==> src/rtl/neur_sched_pkg.sv <==
// Shared types and helpers for the neuron-core scheduler: FSM state encoding,
// default geometry and the small arithmetic helpers the top derives its sizes from.
package neur_sched_pkg;

    typedef enum logic [2:0] {
        ST_IDLE,
        ST_EV_RD,
        ST_EV_WR,
        ST_TS_RD,
        ST_TS_WR,
        ST_TR_RD,
        ST_TR_WR,
        ST_DONE
    } sched_state_e;

    localparam int DEF_TIME_STEP                 = 8;
    localparam int DEF_INPUT_NEURON              = 784;
    localparam int DEF_OUTPUT_NEURON             = 256;
    localparam int DEF_POST_NEUR_PARALLEL        = 4;
    localparam int DEF_AER_IN_WIDTH              = 12;
    localparam int DEF_PRE_NEUR_ADDR_WIDTH       = 10;
    localparam int DEF_POST_NEUR_ADDR_WIDTH      = 10;
    localparam int DEF_POST_NEUR_BYTE_ADDR_WIDTH = 2;
    localparam int DEF_SYN_ARRAY_ADDR_WIDTH      = 16;

    // Number of post-neuron SRAM words (POST_WORDS).
    function automatic int post_words(input int output_neuron, input int parallel);
        return output_neuron / parallel;
    endfunction

    // Bit index of the time-step marker flag in an AER word.
    function automatic int aer_marker_bit(input int aer_width);
        return aer_width - 1;
    endfunction

    // Length of the refractory sweep: it must cover both the pre counters and the post words.
    function automatic int sweep_len(input int pre_count, input int post_count);
        return (pre_count > post_count) ? pre_count : post_count;
    endfunction

endpackage

==> src/rtl/sweep_counter.sv <==
// Word index counter shared by every sweep: load to zero, advance by one,
// and flag when the current index equals the sweep's last index.
module sweep_counter #(
    parameter int WIDTH = 10
) (
    input  logic             clk,
    input  logic             rst,
    input  logic             load,
    input  logic             advance,
    input  logic [WIDTH-1:0] last_idx,
    output logic [WIDTH-1:0] count,
    output logic             last
);

    logic [WIDTH-1:0] count_q;
    logic [WIDTH-1:0] count_d;

    // Load has priority so a new sweep always starts from word zero.
    always_comb begin
        count_d = count_q;
        if (load) begin
            count_d = '0;
        end else if (advance) begin
            count_d = count_q + WIDTH'(1);
        end
    end

    // Index register.
    always_ff @(posedge clk) begin
        if (rst) begin
            count_q <= '0;
        end else begin
            count_q <= count_d;
        end
    end

    assign count = count_q;
    assign last  = (count_q == last_idx);

endmodule

==> src/rtl/neuron_sched_ctrl.sv <==
// Neuron-core sequencer: consumes the AER input stream and runs the read-modify-write
// sweeps (input event, time step, refractory clear) over the post-neuron words and pre counters.
// Optional feature: define NEUR_SCHED_SPIKE_VEC_EN to export a registered copy of the
// core spike bits captured on every time-step write cycle.
module neuron_sched_ctrl
    import neur_sched_pkg::*;
#(
    parameter int TIME_STEP                 = DEF_TIME_STEP,
    parameter int INPUT_NEURON              = DEF_INPUT_NEURON,
    parameter int OUTPUT_NEURON             = DEF_OUTPUT_NEURON,
    parameter int POST_NEUR_PARALLEL        = DEF_POST_NEUR_PARALLEL,
    parameter int AER_IN_WIDTH              = DEF_AER_IN_WIDTH,
    parameter int PRE_NEUR_ADDR_WIDTH       = DEF_PRE_NEUR_ADDR_WIDTH,
    parameter int POST_NEUR_ADDR_WIDTH      = DEF_POST_NEUR_ADDR_WIDTH,
    parameter int POST_NEUR_BYTE_ADDR_WIDTH = DEF_POST_NEUR_BYTE_ADDR_WIDTH,
    parameter int SYN_ARRAY_ADDR_WIDTH      = DEF_SYN_ARRAY_ADDR_WIDTH
) (
    input  logic                                 CLK,
    input  logic                                 RST,
    input  logic                                 AER_IN_VALID,
    input  logic [AER_IN_WIDTH-1:0]              AER_IN_DATA,
    output logic                                 AER_IN_READY,
    input  logic                                 SPI_GATE_ACTIVITY_sync,
    input  logic [POST_NEUR_PARALLEL-1:0]        NEUR_EVENT_OUT,
    output logic [PRE_NEUR_ADDR_WIDTH-1:0]       CTRL_PRE_NEURON_ADDRESS,
    output logic [POST_NEUR_ADDR_WIDTH-1:0]      CTRL_POST_NEURON_ADDRESS,
    output logic                                 CTRL_PRE_NEUR_CS,
    output logic                                 CTRL_PRE_NEUR_WE,
    output logic                                 CTRL_POST_NEUR_CS,
    output logic                                 CTRL_POST_NEUR_WE,
    output logic                                 CTRL_SYNARRAY_CS,
    output logic [SYN_ARRAY_ADDR_WIDTH-1:0]      CTRL_SYNARRAY_ADDR,
    output logic                                 CTRL_NEUR_EVENT,
    output logic                                 CTRL_PRE_CNT_EN,
    output logic                                 CTRL_TSTEP_EVENT,
    output logic                                 CTRL_TREF_EVENT,
    output logic [$clog2(TIME_STEP)-1:0]         CURRENT_TIME_STEP,
    output logic                                 BUSY,
    output logic                                 SAMPLE_DONE
`ifdef NEUR_SCHED_SPIKE_VEC_EN
    ,
    output logic                                 SPIKE_VEC_VALID,
    output logic [POST_NEUR_PARALLEL-1:0]        SPIKE_VEC,
    output logic [$clog2(OUTPUT_NEURON/POST_NEUR_PARALLEL)-1:0] SPIKE_WORD_ADDR
`endif
);

    localparam int POST_WORDS  = post_words(OUTPUT_NEURON, POST_NEUR_PARALLEL);
    localparam int TR_WORDS    = sweep_len(INPUT_NEURON, POST_WORDS);
    localparam int W_WIDTH     = $clog2(TR_WORDS);
    localparam int POST_WORD_W = $clog2(POST_WORDS);
    localparam int STEP_W      = $clog2(TIME_STEP);
    localparam int MARKER_BIT  = aer_marker_bit(AER_IN_WIDTH);
    localparam int AER_ADDR_W  = AER_IN_WIDTH - 1;

    // The synapse address product is formed at SYN_ARRAY_ADDR_WIDTH, so it must not wrap.
    if (INPUT_NEURON * POST_WORDS > (1 << SYN_ARRAY_ADDR_WIDTH)) begin : g_syn_addr_check
        $error("neuron_sched_ctrl: INPUT_NEURON*POST_WORDS exceeds the synapse address space");
    end

    sched_state_e                   state_q;
    sched_state_e                   state_d;
    logic [STEP_W-1:0]              step_q;
    logic [STEP_W-1:0]              step_d;
    logic [PRE_NEUR_ADDR_WIDTH-1:0] pre_addr_q;
    logic [PRE_NEUR_ADDR_WIDTH-1:0] pre_addr_d;

    logic                   cnt_load;
    logic                   cnt_adv;
    logic [W_WIDTH-1:0]     cnt_last_idx;
    logic [W_WIDTH-1:0]     w_q;
    logic                   w_last;
    logic                   w_first;
    logic [POST_WORD_W-1:0] post_word;
    logic                   w_in_pre;
    logic                   w_in_post;

    logic                   aer_ready;
    logic                   aer_accept;
    logic [AER_ADDR_W-1:0]  aer_addr;

    logic [POST_NEUR_ADDR_WIDTH-1:0] post_addr_word;
    logic [SYN_ARRAY_ADDR_WIDTH-1:0] syn_addr_word;

    assign aer_ready  = (state_q == ST_IDLE) && !SPI_GATE_ACTIVITY_sync && !RST;
    assign aer_accept = aer_ready && AER_IN_VALID;
    assign aer_addr   = AER_IN_DATA[AER_ADDR_W-1:0];

    assign cnt_last_idx = ((state_q == ST_TR_RD) || (state_q == ST_TR_WR))
                        ? W_WIDTH'(TR_WORDS - 1) : W_WIDTH'(POST_WORDS - 1);

    sweep_counter #(
        .WIDTH(W_WIDTH)
    ) u_sweep_counter (
        .clk     (CLK),
        .rst     (RST),
        .load    (cnt_load),
        .advance (cnt_adv),
        .last_idx(cnt_last_idx),
        .count   (w_q),
        .last    (w_last)
    );

    assign w_first        = (w_q == '0);
    assign post_word      = w_q[POST_WORD_W-1:0];
    assign w_in_pre       = (32'(w_q) < 32'(INPUT_NEURON));
    assign w_in_post      = (32'(w_q) < 32'(POST_WORDS));
    assign post_addr_word = POST_NEUR_ADDR_WIDTH'({post_word, {POST_NEUR_BYTE_ADDR_WIDTH{1'b0}}});
    assign syn_addr_word  = SYN_ARRAY_ADDR_WIDTH'(SYN_ARRAY_ADDR_WIDTH'(pre_addr_q) * SYN_ARRAY_ADDR_WIDTH'(POST_WORDS)
                          + SYN_ARRAY_ADDR_WIDTH'(post_word));

    // Next-state logic: event dispatch in IDLE, two-cycle RMW per word, sweep exits.
    always_comb begin
        state_d    = state_q;
        step_d     = step_q;
        pre_addr_d = pre_addr_q;
        cnt_load   = 1'b0;
        cnt_adv    = 1'b0;
        case (state_q)
            ST_IDLE: begin
                if (aer_accept) begin
                    if (AER_IN_DATA[MARKER_BIT]) begin
                        state_d  = ST_TS_RD;
                        cnt_load = 1'b1;
                    end else if (32'(aer_addr) < 32'(INPUT_NEURON)) begin
                        state_d    = ST_EV_RD;
                        cnt_load   = 1'b1;
                        pre_addr_d = PRE_NEUR_ADDR_WIDTH'(aer_addr);
                    end
                end
            end
            ST_EV_RD: state_d = ST_EV_WR;
            ST_EV_WR: begin
                if (w_last) begin
                    state_d = ST_IDLE;
                end else begin
                    state_d = ST_EV_RD;
                    cnt_adv = 1'b1;
                end
            end
            ST_TS_RD: state_d = ST_TS_WR;
            ST_TS_WR: begin
                if (!w_last) begin
                    state_d = ST_TS_RD;
                    cnt_adv = 1'b1;
                end else if (step_q < STEP_W'(TIME_STEP - 1)) begin
                    state_d = ST_IDLE;
                    step_d  = step_q + STEP_W'(1);
                end else begin
                    state_d  = ST_TR_RD;
                    cnt_load = 1'b1;
                end
            end
            ST_TR_RD: state_d = ST_TR_WR;
            ST_TR_WR: begin
                if (w_last) begin
                    state_d = ST_DONE;
                end else begin
                    state_d = ST_TR_RD;
                    cnt_adv = 1'b1;
                end
            end
            ST_DONE: begin
                state_d = ST_IDLE;
                step_d  = '0;
            end
            default: state_d = ST_IDLE;
        endcase
    end

    // State, time-step and latched pre-neuron address registers.
    always_ff @(posedge CLK) begin
        if (RST) begin
            state_q    <= ST_IDLE;
            step_q     <= '0;
            pre_addr_q <= '0;
        end else begin
            state_q    <= state_d;
            step_q     <= step_d;
            pre_addr_q <= pre_addr_d;
        end
    end

    // Core control decode from state and word index; everything is held low during reset.
    always_comb begin
        CTRL_PRE_NEURON_ADDRESS  = '0;
        CTRL_POST_NEURON_ADDRESS = '0;
        CTRL_PRE_NEUR_CS         = 1'b0;
        CTRL_PRE_NEUR_WE         = 1'b0;
        CTRL_POST_NEUR_CS        = 1'b0;
        CTRL_POST_NEUR_WE        = 1'b0;
        CTRL_SYNARRAY_CS         = 1'b0;
        CTRL_SYNARRAY_ADDR       = '0;
        CTRL_NEUR_EVENT          = 1'b0;
        CTRL_PRE_CNT_EN          = 1'b0;
        CTRL_TSTEP_EVENT         = 1'b0;
        CTRL_TREF_EVENT          = 1'b0;
        CURRENT_TIME_STEP        = '0;
        BUSY                     = 1'b0;
        SAMPLE_DONE              = 1'b0;
        if (!RST) begin
            CURRENT_TIME_STEP = step_q;
            BUSY              = (state_q != ST_IDLE);
            case (state_q)
                ST_EV_RD, ST_EV_WR: begin
                    CTRL_POST_NEUR_CS        = 1'b1;
                    CTRL_POST_NEUR_WE        = (state_q == ST_EV_WR);
                    CTRL_POST_NEURON_ADDRESS = post_addr_word;
                    CTRL_SYNARRAY_CS         = (state_q == ST_EV_RD);
                    CTRL_SYNARRAY_ADDR       = syn_addr_word;
                    CTRL_NEUR_EVENT          = (state_q == ST_EV_WR);
                    if (w_first) begin
                        CTRL_PRE_NEUR_CS        = 1'b1;
                        CTRL_PRE_NEUR_WE        = (state_q == ST_EV_WR);
                        CTRL_PRE_CNT_EN         = (state_q == ST_EV_WR);
                        CTRL_PRE_NEURON_ADDRESS = pre_addr_q;
                    end
                end
                ST_TS_RD, ST_TS_WR: begin
                    CTRL_POST_NEUR_CS        = 1'b1;
                    CTRL_POST_NEUR_WE        = (state_q == ST_TS_WR);
                    CTRL_POST_NEURON_ADDRESS = post_addr_word;
                    CTRL_TSTEP_EVENT         = (state_q == ST_TS_WR);
                end
                ST_TR_RD, ST_TR_WR: begin
                    CTRL_TREF_EVENT = (state_q == ST_TR_WR);
                    if (w_in_pre) begin
                        CTRL_PRE_NEUR_CS        = 1'b1;
                        CTRL_PRE_NEUR_WE        = (state_q == ST_TR_WR);
                        CTRL_PRE_NEURON_ADDRESS = PRE_NEUR_ADDR_WIDTH'(w_q);
                    end
                    if (w_in_post) begin
                        CTRL_POST_NEUR_CS        = 1'b1;
                        CTRL_POST_NEUR_WE        = (state_q == ST_TR_WR);
                        CTRL_POST_NEURON_ADDRESS = post_addr_word;
                    end
                end
                ST_DONE: SAMPLE_DONE = 1'b1;
                default: ;
            endcase
        end
    end

    assign AER_IN_READY = aer_ready;

`ifdef NEUR_SCHED_SPIKE_VEC_EN
    logic                          spike_valid_q;
    logic                          spike_valid_d;
    logic [POST_NEUR_PARALLEL-1:0] spike_vec_q;
    logic [POST_NEUR_PARALLEL-1:0] spike_vec_d;
    logic [POST_WORD_W-1:0]        spike_addr_q;
    logic [POST_WORD_W-1:0]        spike_addr_d;

    // Capture the core spike bits and word index on every time-step write cycle.
    always_comb begin
        spike_valid_d = (state_q == ST_TS_WR);
        spike_vec_d   = spike_vec_q;
        spike_addr_d  = spike_addr_q;
        if (state_q == ST_TS_WR) begin
            spike_vec_d  = NEUR_EVENT_OUT;
            spike_addr_d = post_word;
        end
    end

    // Spike vector output registers.
    always_ff @(posedge CLK) begin
        if (RST) begin
            spike_valid_q <= 1'b0;
            spike_vec_q   <= '0;
            spike_addr_q  <= '0;
        end else begin
            spike_valid_q <= spike_valid_d;
            spike_vec_q   <= spike_vec_d;
            spike_addr_q  <= spike_addr_d;
        end
    end

    assign SPIKE_VEC_VALID = spike_valid_q;
    assign SPIKE_VEC       = spike_vec_q;
    assign SPIKE_WORD_ADDR = spike_addr_q;
`else
    logic unused_neur_event;
    assign unused_neur_event = ^NEUR_EVENT_OUT;
`endif

endmodule

==> config.mk <==
export PLATFORM = sky130hd
export DESIGN_NAME = neuron_sched_ctrl
export DESIGN_NICKNAME = d
export VERILOG_FILES = /design/src/rtl/neur_sched_pkg.sv /design/src/rtl/sweep_counter.sv /design/src/rtl/neuron_sched_ctrl.sv
export SDC_FILE = /design/constraint.sdc
export NUM_CORES = 1
export LEC_CHECK = 0
export ABC_AREA = 0
export CORE_MARGIN = 2
export CORE_UTILIZATION = 32
export CTS_BUF_LIST = sky130_fd_sc_hd__clkbuf_16
export CTS_CLUSTER_DIAMETER = 50
export CTS_CLUSTER_SIZE = 10
export DETAILED_ROUTE_END_ITERATION = 7
export MAX_ROUTING_LAYER = met4
export PLACE_DENSITY = 0.59
export SETUP_SLACK_MARGIN = 0.05
export SYNTH_ARGS = -nofsm -noshare
export SYNTH_HDL_FRONTEND = slang
export SYNTH_SLANG_ARGS = --single-unit
==> constraint.sdc <==
create_clock -name CLK -period 4.7 [get_ports CLK]
set_input_delay 0.47 -clock CLK [delete_from_list [all_inputs] [get_ports CLK]]
set_output_delay 0.47 -clock CLK [all_outputs]
set_load 0.05 [all_outputs]
==> results by group, run 1 <==
Outcome
  – Status: finished clean

Global route
  – GRT overflow: 0
  – Largest net degree at the start of global routing: 28
  – First-pass GRT wire length: 8493 um
  – Vias in the first global route: roughly 1700
  – Antenna violations before repair: 0
  – Total track usage: between 10% and 20%

CTS
  – CTS Hold Buffers Added: 0
  – Postcts setup bufs: 0
  – Clk slew on worst S/H paths: around 70 ps
  – CTS tree: done
  – Clk sinks: 26
  – Clk_lat worst skew: roughly 260 ps
  – PostCTS Resize Cnt: 0
  – Root buffer selected by CTS: clkbuf_16
  – H-tree depth: 1
  – Max Buffers Root-to-Sink: 2
  – CTS buffer count: 3

Finish
  – Share of layout cells above drive strength 1: under 10%
  – Area grow syn2layout: 36.98%
  – Nets: roughly 310
  – Final Non-Filler Cells: around 360
  – Cell area after layout: ~2600 um2
  – Antenna diodes: 0

Critical path
  – Worst reg2reg path depth: 5
  – CP delay by family, top: simple AND/OR/NAND/NOR gates
  – R2r setup slk: about 2300 ps
  – CP endpoint kind: primary output
  – CP cell instances: or4_1 > or4_4 > nor3_4 > a22oi_1 > nor2_1 > clkdlybuf4s50_1
  – WP buf/inv: 1
  – Instance count on the critical path: 6
  – Worst Path Arrival: between 3000 and 4000 ps
  – Slowest-stage cell, CP: clkdlybuf4s50_1
  – Worst-path fanout max: 10
  – Critical Path Sink: CTRL_PRE_NEURON_ADDRESS[9]
  – FF-to-FF Start: state_q[1]
  – Worst r2r dst: u_sweep_counter.count[7]
  – Startpoint types: flip-flop
  – Delay of the slowest critical-path stage: between 800 and 900 ps
  – Required @ worst endpoint: 4230 ps
  – Crit path kind: reg -> out
  – CP Launch Point: u_sweep_counter.count[6]

STA
  – Slew @ Worst Pin: ~1000 ps
  – Setup Skew: ~3.8 ps
  – Worst rel slew slack: between 30% and 40%
  – Slew Limit Fails: 0
  – Min cycle time layout: between 3000 and 4000 ps
  – Total negative setup slack: 0 ps
  – Final WS setup: about 990 ps
  – Final setup vio count: 0
  – RSZ-0062 raised after global routing: false
  – Fmax: 0.2696 GHz
  – Final hold viol count: 0
  – Crit share post-route: roughly 79%

Worst hold path
  – Hold Crit Class: reg -> reg
  – Hold Path Depth: 2

Detailed routing
  – Antenna viol nets, final: 0
  – Routed wire length per instance: ~14 um
  – DR vias/cell: about 5
  – Final WL: between 5000 and 6000 um
  – Vias post-DR: ~1800
  – TritonRoute pass-1 iters: 4
  – Remaining DRCs: 0
  – First DRT Iteration DRCs: ~180

Pwr
  – Seq pwr share: a little over two fifths
  – Switching share of power: between 20% and 30%
  – VDD IR-drop max: between 0.00015 and 0.0002 V
  – Leakage power: approximately 0.87 nW
  – Sw power: ~150 uW
  – Pint: 375.3 uW
  – Clock group share of total power: a little under two fifths
  – Gate power share: 18.7%
  – Pwr Density: slightly above 200 nW/um2

Floorplanning
  – Starting Density: 33.67%
  – Die width: around 81 um
  – Die ar.: roughly 6500 um2
  – Die Ht: 80.81 um
  – Core area: 5608 um2
  – Ports: 71
  – Row count: 27

Job
  – Max Cap Violations: 0

Place
  – Pre-CTS WS: 1292 ps
  – # placed instances: between 300 and 400
  – Placer congestion estimate: a little over 0.8
  – # port buffers: 62
  – Area post-placement: between 2000 and 3000 um2
  – DP HPWL: 3904 um

Synthesis
  – Mapped Area: between 1500 and 2000 um2
  – Synth Area per Inst: 7.867 um2
  – Asr flop ratio synth: 0%
  – Number of synthesized register bits: 26
  – Post-synth top flop: dfxtp_1
  – Synth cell types: 52
  – Synth Warn #: 0
  – Mapped Cells: between 200 and 250
  – Register area share after synthesis: between 20% and 30%
  – Post-synth EDFFs: 0
[flip-flops by register name, indices dropped and copies added, names as in the netlist]
signal / flops
step_q: 3
state_q: 3
pre_addr_q: 10
u_sweep_counter.count: 10
[cells in the mapped netlist (2+ instances only)]
master     n  area [um2]
ha_1       3       37.54
a311oi_1   2       17.52
or4_1      4       30.03
a22oi_1    9       67.56
nand2_1    8       30.03
mux2i_1   12       120.1
buf_6      3       33.78
buf_4      6       45.04
nor4b_1    3       26.28
nand4_1    3       18.77
and3_1     6       37.54
a31o_2     2       17.52
dfxtp_1   26       520.5
a21oi_1    8       40.04
buf_2      4       20.02
o21ai_0    8       40.04
nor2b_1    5       31.28
xnor2_1    3       26.28
clkbuf_1   8       30.03
a211oi_1   2       15.01
and2_1    19       118.9
nand3_1    8       40.04
a21o_1     3       22.52
o31ai_1    4       30.03
xor2_1     2       17.52
nor4_1     3       18.77
nor2_1    36       135.1
nor3_1     3       15.01
inv_1      8       30.03
or3_1      6       37.54
nand2b_1   2       12.51
[layer usage]
| metal | vias to the layer above | global-route usage [%] | routed length [um] |
|---|---|---|---|
| met5 | - | - | 0 |
| met4 | 0 | 4.068 | 38 |
| met3 | 4 | 3.444 | 227 |
| met2 | 49 | 24.55 | 2301 |
| met1 | 828 | 24.64 | 2629 |
| li1 | 943 | - | - |
[cell type report]
| class | instances | area, um2 |
|---|---|---|
| fillers | 582 | 3022 |
| multi-input cells | 186 | 1216 |
| repair buffers | 66 | 650.6 |
| flip-flops and latches | 26 | 520.5 |
| well taps | 72 | 90.09 |
| clock buffers | 3 | 75.07 |
| inverters | 8 | 30.03 |
| clock inverters | 1 | 3.754 |
[worst min-delay path by stage]
stage                  startpoint  slack, ps             to
floorplan           pre_addr_q[1]        460  pre_addr_q[1]
global placement    pre_addr_q[1]        480  pre_addr_q[1]
detailed placement  pre_addr_q[1]        490  pre_addr_q[1]
CTS                 pre_addr_q[1]        510  pre_addr_q[1]
global route        pre_addr_q[1]        540  pre_addr_q[1]
finish              pre_addr_q[1]        500  pre_addr_q[1]
[layout by cell type, fill, tap and decap left out, types with 3 or more instances in the layout]
cell             netlist  routed
inv_1                  8       8
nand2_1                8       8
o21ai_0                8       8
buf_4                  6       4
a21oi_1                8       8
nor4_1                 3       3
and3_1                 6       6
nand3_1                8       8
nor2b_1                5       5
mux2i_1               12      12
or3_1                  6       6
o31ai_1                4       4
conb_1                 1       4
clkdlybuf4s50_1        0      62
ha_1                   3       3
nor2_1                36      36
xnor2_1                3       3
and2_1                19      19
nand4_1                3       3
nor4b_1                3       3
clkbuf_16              0       3
a22oi_1                9       9
a21o_1                 3       3
dfxtp_1               26      26
or4_1                  4       4
[kinds of logic after synthesis]
kind of cell    count (synthesis)  share of synthesized area [%]
mux                            12                          6.362
flops                          26                          27.57
xor+xnor                        6                          3.182
compound gates                 47                          18.16
other cells                     1                         0.1986
buf+inv                        31                          8.879
simple gates                  113                          33.14
fa+ha+maj                       4                          2.518
[power groups by stage]
stage / clock network, mW / logic [mW] / registers, mW
after floorplan: 0 / 0.0732 / 0.231
after global placement: 0 / 0.0983 / 0.236
after detailed placement: 0 / 0.0980 / 0.236
after CTS: 0.202 / 0.0985 / 0.231
after global routing: 0.209 / 0.107 / 0.232
final: 0.197 / 0.0982 / 0.231
[metrics by stage]
stage	power (mW)	hold slack [ps]	util, %
after floorplan	0.3040	460.2	-
after detailed placement	0.3341	491.8	44.71
after global routing	0.5468	544.4	46.12
after CTS	0.5313	507.8	46.12
after global placement	0.3341	476.9	44.71
final	0.5260	504.6	46.12
[worst min-delay path, cell delays in order (launching register included)]
cell and delay, ps:
dfxtp_1 320, mux2i_1 60, nor2_1 80
Note: power is estimated with default switching activity, not from simulation.
==> run 2: changes to the inputs <==
==> constraint.sdc (replaced) <==
create_clock -name CLK -period 3.75 [get_ports CLK]
set_input_delay 0.375 -clock CLK [delete_from_list [all_inputs] [get_ports CLK]]
set_output_delay 0.375 -clock CLK [all_outputs]
set_load 0.05 [all_outputs]
==> results by group, run 2 (synthesis results as in run 1) <==
Outcome
  – Status: finished clean

STA
  – Fmax: about 0.28 GHz
  – Slew @ Worst Pin: about 550 ps
  – Final setup vio count: 0
  – Setup Skew: 3.900 ps
  – RSZ-0062 raised after global routing: false
  – Min cycle time layout: 3583 ps
  – Slew Limit Fails: 0
  – Total negative setup slack: 0 ps
  – Crit share post-route: about 96%
  – Worst rel slew slack: 63.00%
  – Final WS setup: between 150 and 200 ps
  – Final hold viol count: 0

Detailed routing
  – Vias post-DR: around 1900
  – DR vias/cell: just over 5
  – First DRT Iteration DRCs: roughly 110
  – Met2 routed WL: about 2400 um
  – Antenna viol nets, final: 0
  – Final WL: between 5000 and 6000 um
  – Remaining DRCs: 0
  – Routed wire length per instance: around 14 um
  – Max Used Layer: met4
  – TritonRoute pass-1 iters: 5
  – M1 WL: between 2000 and 3000 um
  – WL met3: 335 um

Pwr
  – VDD IR-drop max: between 0.00015 and 0.0002 V
  – Clock group share of total power: between 30% and 40%
  – Gate power share: approximately a fifth
  – Sw power: approximately 180 uW
  – Pint: approximately 470 uW
  – Pwr Density: roughly 230 nW/um2
  – Seq pwr share: 43.5%
  – Switching share of power: between 20 and 30%
  – Leakage power: 1.145 nW

Critical path
  – Worst-path fanout max: 10
  – CP endpoint kind: primary output
  – Crit path kind: reg -> out
  – Worst Path Arrival: 3210 ps
  – Startpoint types: flip-flop
  – Required @ worst endpoint: 3380 ps

Finish
  – Most common library cell in the layout ignoring fill and taps: nor2_1
  – Area grow syn2layout: 47.85%
  – Antenna diodes: 0
  – Final Non-Filler Cells: 370
  – Share of layout cells above drive strength 1: between 10% and 20%
  – Most frequent cells in the layout: nor2_1, clkdlybuf4s50_1, dfxtp_1, and2_1, buf_4
  – Final Util: 49.78%
  – Nets: between 300 and 400
  – Cell area after layout: 2791 um2

Global route
  – Vias in the first global route: approximately 1800
  – Total track usage: between 10% and 20%
  – Largest net degree at the start of global routing: 22
  – Antenna violations before repair: 0
  – GRT overflow: 0
  – First-pass GRT wire length: slightly below 9000 um

CTS
  – CTS buffer count: 3
  – CTS Hold Buffers Added: 0
  – CTS tree: done
  – Root buffer selected by CTS: clkbuf_16
  – Postcts setup bufs: 0
  – Clk slew on worst S/H paths: about 70 ps
  – Clk_lat worst skew: roughly 260 ps
  – Clk sinks: 26
  – PostCTS Resize Cnt: 0
  – H-tree depth: 1
  – Max Buffers Root-to-Sink: 2

Floorplanning
  – Die ar.: ~6500 um2
  – Starting Density: 33.67%
  – Row count: 27
  – Die Ht: around 80 um
  – Ports: 71
  – Core area: 5608 um2
  – Die width: 80.81 um

Place
  – DP HPWL: between 4000 and 5000 um
  – Area post-placement: around 2700 um2
  – Placer congestion estimate: between 0.8 and 0.9
  – # port buffers: a little over 60
  – # placed instances: about 370
  – Pre-CTS WS: between 400 and 500 ps

Job
  – Max Cap Violations: 0

Worst hold path
  – Hold Crit Class: reg -> reg
[run 2: metal layers]
layer | vias to the layer above | track usage, %
li1 | 966 | -
met4 | 0 | 4.068
met2 | 57 | 25.95
met1 | 867 | 23.79
met5 | - | -
met3 | 8 | 4.333
[run 2: worst max-delay path, stage by stage (launching register included)]
cell	delay [ps]
dfxtp_1	370
or4_1	610
or4_4	560
nor3_4	340
a22oi_1	120
nor2_1	110
clkdlybuf4s50_1	830
[run 2: power groups by stage]
stage	Combinational, mW	Sequential (mW)	Clock [mW]
5_1_grt	0.142	0.285	0.260
3_5_place_dp	0.131	0.291	0
6_report	0.131	0.285	0.239
3_3_place_gp	0.130	0.291	0
4_1_cts	0.132	0.285	0.247
2_1_floorplan	0.0918	0.289	0
[run 2: cell type report]
| cell class | instances | area, um2 |
|---|---|---|
| well taps | 72 | 90.09 |
| multi-input cells | 186 | 1216 |
| inverters | 8 | 30.03 |
| clock inverters | 1 | 3.754 |
| flip-flops and latches | 26 | 520.5 |
| repair buffers | 74 | 855.8 |
| clock buffers | 3 | 75.07 |
| fillers | 566 | 2816 |
[run 2: worst paths after layout]
kind	startpoint	to	slack [ps]	cells after the start
setup / recovery	u_sweep_counter.count[9]	CTRL_PRE_NEURON_ADDRESS[7]	170	6
hold / removal	pre_addr_q[1]	pre_addr_q[1]	500	2
setup reg to reg	u_sweep_counter.count[0]	u_sweep_counter.count[7]	1580	6
hold reg to reg	pre_addr_q[1]	pre_addr_q[1]	500	2
[run 2: per-stage QoR]
step,hold slack [ps],power [mW]
floorplan,460.2,0.3810
global placement,478.2,0.4218
detailed placement,497.6,0.4221
CTS,509.2,0.6632
global route,536.7,0.6871
finish,501.1,0.6552
==> run 3: changes to the inputs <==
==> constraint.sdc (replaced) <==
create_clock -name CLK -period 3.75 [get_ports CLK]
set_input_delay 1.125 -clock CLK [delete_from_list [all_inputs] [get_ports CLK]]
set_output_delay 1.125 -clock CLK [all_outputs]
set_load 0.05 [all_outputs]
==> results by group, run 3 (synthesis results as in run 1) <==
Critical path
  – Slowest-stage cell, CP: or4_4
  – Worst Path Arrival: roughly 2500 ps
  – Delay of the slowest critical-path stage: around 570 ps
  – CP endpoint kind: primary output
  – WP buf/inv: 2
  – R2r setup slk: ~1400 ps
  – Worst-path fanout max: 6
  – Most common cell type on the critical path: or4_4
  – Crit path kind: reg -> out
  – Startpoint types: flip-flop
  – Required @ worst endpoint: approximately 2600 ps
  – CP cell instances: or4_4 > or4_4 > nor3_4 > buf_4 > a22oi_1 > nor2_1 > buf_12
  – CP delay by family, top: simple AND/OR/NAND/NOR gates

STA
  – Min cycle time layout: between 3000 and 4000 ps
  – Worst rel slew slack: about three fifths
  – Crit share post-route: between 90% and 100%
  – Final setup vio count: 0
  – Final hold viol count: 0
  – Setup Skew: approximately 2.4 ps
  – Fmax: roughly 0.28 GHz
  – Slew @ Worst Pin: just under 600 ps
  – Slew Limit Fails: 0
  – Total negative setup slack: 0 ps
  – RSZ-0062 raised after global routing: false

Detailed routing
  – Vias post-DR: just under 2000
  – TritonRoute pass-1 iters: 4
  – Antenna viol nets, final: 0
  – Final WL: between 5000 and 6000 um
  – Routed wire length per instance: about 15 um
  – First DRT Iteration DRCs: 93
  – Remaining DRCs: 0
  – DR vias/cell: between 5 and 6

Pwr
  – Gate power share: about a fifth
  – Pwr Density: approximately 230 nW/um2
  – VDD IR-drop max: approximately 0.00023 V
  – Sw power: 189.2 uW
  – Final Power: 749.5 uW
  – Leakage power: between 1 and 1.5 nW
  – Seq pwr share: between 30% and 40%
  – Clock group share of total power: around two fifths
  – Switching share of power: 25.24%
  – Pint: 560.3 uW

Worst hold path
  – Hold Crit Class: reg -> reg

CTS
  – Max Buffers Root-to-Sink: 2
  – Root buffer selected by CTS: clkbuf_16
  – CTS Hold Buffers Added: 0
  – Clk sinks: 26
  – CTS buffer count: 3
  – Clk_lat worst skew: 260 ps
  – Clk slew on worst S/H paths: roughly 70 ps
  – CTS tree: done
  – H-tree depth: 1

Floorplanning
  – Row count: 27
  – Die Ht: 80.81 um
  – Core area: approximately 5600 um2
  – Die ar.: 6530 um2
  – Die width: between 80 and 90 um
  – Ports: slightly above 70
  – Starting Density: about a third

Finish
  – Fillcell total: 512
  – Final Non-Filler Cells: around 380
  – Final Util: between 50% and 60%
  – Antenna diodes: 0
  – Nets: 333
  – Area grow syn2layout: 73.49%
  – Most frequent cells in the layout: buf_12, nor2_1, dfxtp_1, buf_4
  – Cell area after layout: 3276 um2
  – Share of layout cells above drive strength 1: approximately a third
  – Most common library cell in the layout ignoring fill and taps: buf_12

Global route
  – Antenna violations before repair: 0
  – Vias in the first global route: approximately 1900
  – First-pass GRT wire length: between 9000 and 10000 um
  – GRT overflow: 0
  – Largest net degree at the start of global routing: 18
  – Total track usage: ~18%

Place
  – # port buffers: between 60 and 70
  – Placer congestion estimate: 0.8133
  – DP HPWL: around 4400 um
  – Area post-placement: ~3100 um2
  – # placed instances: 375

Job
  – Max Cap Violations: 0

Outcome
  – Status: finished clean
==> run 3: power groups by stage <==
stage / Sequential [mW] / Clock (mW) / Combinational (mW)
after floorplan: 0.289 / 0 / 0.0939
after global placement: 0.291 / 0 / 0.150
after detailed placement: 0.291 / 0 / 0.151
after CTS: 0.285 / 0.317 / 0.156
after global routing: 0.286 / 0.328 / 0.167
final: 0.285 / 0.309 / 0.156
==> run 3: metrics by stage <==
stage	hold WS, ps	setup slack [ps]
global placement	480.5	82.55
floorplan	460.2	-418.7
global route	547.0	78.48
CTS	509.8	56.91
finish	511.3	166.7
detailed placement	491.6	78.26
==> run 3: repair_timing <==
item / 4_1_cts / 5_1_grt
gates resized for setup: 1 / 6
setup buffers: 2 / 0
endpoints found under the setup margin: 9 / 26
pin swaps: 1 / 2
==> run 3: path summary, 6_finish.rpt <==
check | start | end | cells past startpoint
setup / recovery | u_sweep_counter.count[9] | CTRL_PRE_NEURON_ADDRESS[2] | 7
hold / removal | pre_addr_q[1] | pre_addr_q[1] | 2
setup reg to reg | state_q[2] | u_sweep_counter.count[6] | 6
hold reg to reg | pre_addr_q[1] | pre_addr_q[1] | 2
==> run 3: worst reg2reg max path, cell delays in order, from the launching register on <==
cell,delay (ps)
dfxtp_1,690
buf_4,270
inv_1,60
or3_1,450
a211oi_1,280
or3_1,380
a21oi_1,90
==> run 3: layout make-up <==
type / instances / area [um2] / share of cell area [%]
Multi-Input combinational cell: 186 / 1264 / 38.58
Tap cell: 72 / 90.09 / 2.750
Sequential cell: 26 / 520.5 / 15.89
Inverter: 8 / 30.03 / 0.9167
Clock inverter: 1 / 30.03 / 0.9167
Timing Repair Buffer: 85 / 1266 / 38.66
Clock buffer: 3 / 75.07 / 2.292
==> run 3: metal layers <==
layer	part of all wire, %	global-route usage (%)	wire length, um	up-vias
met5	0	-	0	-
met4	1.1	3.729	63	0
met3	4.3	2.889	243	6
met2	47	28.68	2681	61
met1	47	24.97	2691	933
li1	-	-	-	977
